File: src/rtl/lif_neuron_param.sv
// lif_neuron_param: parametrised leaky-integrate-and-fire neuron.
// Masked synaptic sum plus shift-based leak feeds a saturating membrane
// potential. An INTEGRATE/FIRE/REFRACTORY FSM produces a registered one-cycle
// spike pulse.
// Optional feature macro: LIF_SPIKE_COUNT_EN adds a saturating 8-bit spike_count output.
module lif_neuron_param #(
  parameter int NUM_IN        = 4,
  parameter int IN_W          = 4,
  parameter int POT_W         = 10,
  parameter int LEAK_SHIFT    = 3,
  parameter int REFRAC_CYCLES = 4,
  parameter int OUT_W         = 4
) (
  input  logic                   clk,
  input  logic                   rst,
  input  logic                   in_valid,
  input  logic [NUM_IN*IN_W-1:0] in_data,
  input  logic [NUM_IN-1:0]      in_mask,
  input  logic [POT_W-1:0]       threshold,
  output logic                   spike,
  output logic [POT_W-1:0]       potential,
  output logic [OUT_W-1:0]       out,
  output logic [1:0]             state
`ifdef LIF_SPIKE_COUNT_EN
  ,
  output logic [7:0]             spike_count
`endif
);

  localparam int SUM_W = IN_W + $clog2(NUM_IN);
  localparam int NXT_W = POT_W + 1;
  localparam int CNT_W = (REFRAC_CYCLES > 1) ? $clog2(REFRAC_CYCLES) : 1;
  localparam logic [CNT_W-1:0] REFRAC_LOAD = CNT_W'((REFRAC_CYCLES > 0) ? REFRAC_CYCLES - 1 : 0);

  localparam logic [1:0] ST_INTEGRATE  = 2'd0;
  localparam logic [1:0] ST_FIRE       = 2'd1;
  localparam logic [1:0] ST_REFRACTORY = 2'd2;

  logic [1:0]       state_q, state_d;
  logic [POT_W-1:0] pot_q, pot_d;
  logic             spike_q, spike_d;
  logic [CNT_W-1:0] cnt_q, cnt_d;

  // Per-input masked terms, zero-extended to the full sum width.
  logic [NUM_IN-1:0][SUM_W-1:0] term;
  for (genvar g = 0; g < NUM_IN; g++) begin : g_term
    assign term[g] = in_mask[g] ? SUM_W'(in_data[g*IN_W +: IN_W]) : '0;
  end

  // Adder tree over masked inputs; width guarantees no overflow.
  logic [SUM_W-1:0] sum;
  always_comb begin
    sum = '0;
    for (int i = 0; i < NUM_IN; i++) sum = sum + term[i];
  end

  // Leak amount; LEAK_SHIFT==0 means no leak at all (not pot - pot).
  logic [POT_W-1:0] leak_amt;
  if (LEAK_SHIFT == 0) begin : g_noleak
    assign leak_amt = '0;
  end else begin : g_leak
    assign leak_amt = pot_q >> LEAK_SHIFT;
  end

  logic [POT_W-1:0] leaked;
  logic [NXT_W-1:0] nxt_wide;
  logic [POT_W-1:0] nxt;

  // One extra bit catches overflow; saturate to all-ones.
  always_comb begin
    leaked   = pot_q - leak_amt;
    nxt_wide = {1'b0, leaked} + NXT_W'(in_valid ? sum : '0);
    nxt      = nxt_wide[POT_W] ? '1 : nxt_wide[POT_W-1:0];
  end

  // Next-state logic for the fire / refractory state machine.
  always_comb begin
    state_d = state_q;
    pot_d   = pot_q;
    spike_d = 1'b0;
    cnt_d   = cnt_q;
    case (state_q)
      ST_INTEGRATE: begin
        if (threshold != '0 && nxt >= threshold) begin
          pot_d   = '0;
          spike_d = 1'b1;
          state_d = ST_FIRE;
        end else begin
          pot_d = nxt;
        end
      end
      ST_FIRE: begin
        pot_d = '0;
        if (REFRAC_CYCLES > 0) begin
          state_d = ST_REFRACTORY;
          cnt_d   = REFRAC_LOAD;
        end else begin
          state_d = ST_INTEGRATE;
        end
      end
      ST_REFRACTORY: begin
        pot_d = '0;
        if (cnt_q == '0) state_d = ST_INTEGRATE;
        else             cnt_d   = cnt_q - CNT_W'(1);
      end
      default: begin
        // Encoding 3 is unreachable; recover cleanly.
        state_d = ST_INTEGRATE;
        pot_d   = '0;
        cnt_d   = '0;
      end
    endcase
  end

  // State registers with synchronous active-high reset.
  always_ff @(posedge clk) begin
    if (rst) begin
      state_q <= ST_INTEGRATE;
      pot_q   <= '0;
      spike_q <= 1'b0;
      cnt_q   <= '0;
    end else begin
      state_q <= state_d;
      pot_q   <= pot_d;
      spike_q <= spike_d;
      cnt_q   <= cnt_d;
    end
  end

  assign spike     = spike_q;
  assign potential = pot_q;
  assign state     = state_q;
  assign out       = pot_q[POT_W-1 -: OUT_W];

`ifdef LIF_SPIKE_COUNT_EN
  logic [7:0] scnt_q, scnt_d;

  // Count FIRE entries (spike rising), saturating at 255.
  always_comb begin
    scnt_d = scnt_q;
    if (spike_d && !spike_q && scnt_q != 8'hFF) scnt_d = scnt_q + 8'd1;
  end

  // Spike counter register, cleared by reset.
  always_ff @(posedge clk) begin
    if (rst) scnt_q <= '0;
    else     scnt_q <= scnt_d;
  end

  assign spike_count = scnt_q;
`endif

endmodule

File: config.mk
export PLATFORM = sky130hd
export DESIGN_NAME = lif_neuron_param
export DESIGN_NICKNAME = d
export VERILOG_FILES = /design/src/rtl/lif_neuron_param.sv
export SDC_FILE = /design/constraint.sdc
export NUM_CORES = 1
export LEC_CHECK = 0
export BUFFER_PORTS_ARGS = -buffer_cell sky130_fd_sc_hd__buf_2
export CORE_MARGIN = 3
export CORE_UTILIZATION = 45
export DETAILED_ROUTE_END_ITERATION = 6
export PLACE_DENSITY = 0.78
export SLEW_MARGIN = 20
export SYNTH_ARGS = -nofsm -noshare
export SYNTH_HDL_FRONTEND = slang
export SYNTH_SLANG_ARGS = --single-unit
export TNS_END_PERCENT = 10
File: constraint.sdc
create_clock -name clk -period 5.49 [get_ports clk]
set_clock_uncertainty 0.15 [all_clocks]
set_input_delay 0.549 -clock clk [delete_from_list [all_inputs] [get_ports clk]]
set_output_delay 0.549 -clock clk [all_outputs]
set_load 0.005 [all_outputs]
==> summary.md <==
| Metric | Value |
|---|---|
| Most frequent cells in the layout | `48 x buf_2, 36 x inv_1, 24 x ha_1` |
| Post-synthesis cell count | `255` |
| P_leak | `1.36 nW` |
| Fillers | `349` |
| CP endpoint kind | `register` |
| WL per Instance | `13.6 µm` |
| Synth cell types | `42` |
| XOR/XNOR share of the synthesized area | `5.11%` |
| YS warnings | `0` |
| CTS hold repair buffers | `0` |
| Yosys reg bits | `15` |
| Critical Path RT | `5.48 ns` |
| H-tree levels | `1` |
| EDFF count, synth | `0` |
| Max-slew headroom at the worst pin | `57.6%` |
| Mux contribution to synthesized area | `1.46%` |
| Total gr overflow | `0` |
| Crit path launch | `in_mask[2]` |
| Combinational Power Share | `86.3%` |
| GPL Wtd Cong | `0.855` |
| Boundary pin count | `50` |
| Largest family of logic cells by synthesized area | `adder cells` |
| Fin. Hold Viols | `0` |
| Die boundary height | `73.6 µm` |
| Seq pwr share | `8.9%` |
| P_int | `938 µW` |
| Switching share of power | `49.1%` |
| Layout cells sized above 1 | `37.8%` |
| Failing checks | `negative setup slack` |
| Final period util | `100%` |
| Maximum clock rate | `0.182 GHz` |
| Max IR drop VDD | `488 µV` |
| Synth Area in Simple Gates | `17.8%` |
| Multi-input logic area | `1790 µm²` |
| Ys async rst share | `0%` |
| Row count | `23` |
| Placed Area | `2500 µm²` |
| Antenna violations before repair | `0` |
| Post-synth net total | `331` |
| Ant diodes | `0` |
| Worst-skew pair later-pin latency | `0.24 ns` |
| Slew Limit Fails | `0` |
| Worst slack at placement | `-0.317 ns` |
| Final net count | `400` |
| Worst-margin pin slew | `0.628 ns` |
| CTS clock-pin slew for the worst setup and hold paths | `0.06 ns` |
| Global-route wire length before repair | `8140 µm` |
| # Max-Cap Violations | `0` |
| Fin area | `2750 µm²` |
| Hpwl dp | `4060 µm` |
| Number of CTS-inserted buffers | `3` |
| Die ar. | `5420 µm²` |
| Area Growth Syn to Fin | `33.8%` |
| Critical Path Start Type | `primary input` |
| GRT Overall Usage | `18.6%` |
| Power per cell area | `670 nW/µm²` |
| Post-Synth Adder-Cell Area | `29.8%` |
| Clock power share | `4.8%` |
| Pre-antenna DRT Iters | `4` |
| Crit path time final | `5.51 ns` |
| Bufs on Longest Clock Path | `2` |
| Effective utilization at floorplan | `49.0%` |
| Worst hold path type | `reg -> reg` |
| Crit Path Max Fanout | `8` |
| Util after Layout | `65.5%` |
| Pin count of the biggest net entering global routing | `10` |
| Reg2reg setup slack | `0.93 ns` |
| CTS tree | `built` |
| Core Area | `4200 µm²` |
| Crit Path Class | `in -> reg` |
| Worst r2r dst | `potential[0]` |
| Slack of the critical path | `-0.0191 ns` |
| Sequential area share after synthesis | `14.6%` |
| Number of global-route vias before repair | `1942` |
| Compound-Gate Fraction of Synth Area | `22.0%` |
| Outcome | `finished with violations` |
| Iter 0 DRT Violations | `82` |
| Main flop type after synthesis | `dfxtp_1` |
| CP endpoint | `potential[8]` |
| Post-route antenna net violation count | `0` |
| Vias | `1979` |
| Data arrival, critical path | `5.50 ns` |
| FF+latch area | `300 µm²` |
| Net load switching power | `906 µW` |
| Clock sinks | `15` |
| Most frequent standard cell in the layout excluding fill and tap cells | `buf_2` |
| Post-synthesis cell area | `2060 µm²` |
| RSZ-0062 raised after global routing | `true` |
| Via/cell ratio | `5.31` |
| Total wire length | `5060 µm` |
| # setup viols final | `2` |
| R2R Path Start | `potential[3]` |
| R2R depth | `22` |
| Chip width | `73.6 µm` |
| Syn Area/Cell | `8.07 µm²` |
| Clk root buf | `clkbuf_8` |
| DR DRC count | `0` |
| Port bufs | `49` |
-- registers in the layout (all words and copies together) (netlist names) --
name,flops
potential,10
cnt_q,2
state,2
spike,1
-- kinds of logic (layout without fill, tap and decap cells) --
kind of cell	count (synthesis)	in the layout
flops	15	15
simple gates	73	73
fa+ha+maj	43	43
buf+inv	45	112
xor+xnor	12	12
mux	3	3
compound gates	64	65
-- stage by stage --
stage               TNS [ns]  power [mW]  instances  hold slack (ns)
floorplan                  0        1.11        255            0.276
global route           -2.15        2.02        373            0.329
global placement       -1.77        1.41        365            0.294
CTS                        0        1.61        371            0.307
finish               -0.0333        1.84        373            0.308
detailed placement     -2.67        1.44        365            0.298
-- layer usage --
| layer | global-route usage, % | vias to the layer above | wire, µm |
|---|---|---|---|
| met3 | 2.19 | 4 | 187 |
| met1 | 25.5 | 927 | 2410 |
| met4 | 2.82 | 0 | 16 |
| met5 | 0 | - | 0 |
| li1 | - | 1000 | - |
| met2 | 31.7 | 48 | 2450 |
-- critical path, cell delays in order --
cell and delay [ns]:
buf_8 0.10, and2_4 0.15, fa_1 0.54, inv_2 0.04, fa_1 0.47, inv_1 0.04
ha_2 0.18, fa_2 0.51, and2_4 0.14, ha_4 0.19, nor2b_4 0.12, o31a_1 0.30
o21a_1 0.22, o21ai_2 0.19, buf_4 0.15, nand2b_4 0.20, nand2_4 0.07, ha_4 0.27
nand4_1 0.13, o221ai_2 0.24, a31oi_2 0.14, o21ai_2 0.18, buf_4 0.14, nand2_2 0.05
and4b_1 0.19
-- cell usage after synthesis, drive strengths merged, types with 6 or more instances --
library cell,number,share of area (%)
inv,39,7.1
a21o,10,3.8
dfxtp,15,15
ha,33,20
o21ai,6,1.6
xor2,6,2.6
nor2,15,2.7
a21oi,26,7.2
nand2,23,4.2
and2,15,4.6
fa,10,9.7
xnor2,6,2.6
-- power groups by stage --
stage	registers [mW]	logic, mW	clock network (mW)
finish	0.165	1.59	0.0877
global route	0.169	1.76	0.0933
CTS	0.166	1.35	0.0893
detailed placement	0.168	1.27	0
global placement	0.167	1.24	0
floorplan	0.166	0.941	0
-- how the worst min path moves through the flow --
stage                        start  endpoint  slack (ns)  cells past startpoint
after floorplan           cnt_q[1]  cnt_q[1]        0.28                      2
after global placement    cnt_q[0]  cnt_q[0]        0.29                      2
after detailed placement  cnt_q[0]  cnt_q[0]        0.30                      2
after CTS                 cnt_q[0]  cnt_q[0]        0.31                      2
after global routing      cnt_q[1]  cnt_q[1]        0.33                      2
final                     cnt_q[0]  cnt_q[0]        0.31                      2
-- area by class of cell --
type	instances	share of cell area [%]
flip-flops and latches	15	10.9
clock buffers	3	1.50
clock inverters	1	0.182
inverters	39	5.32
well taps	50	2.27
repair buffers	69	14.7
multi-input cells	196	65.1
-- what timing repair did --
item / CTS / global route
pin swaps: 6 / 22
endpoints found under the setup margin: 1 / 13
gates resized for setup: 6 / 34
gates cloned: 1 / 0
hold endpoints to repair: 0 / 0
buffers inserted: 1 / 2
Note: power is estimated with default switching activity, not from simulation.
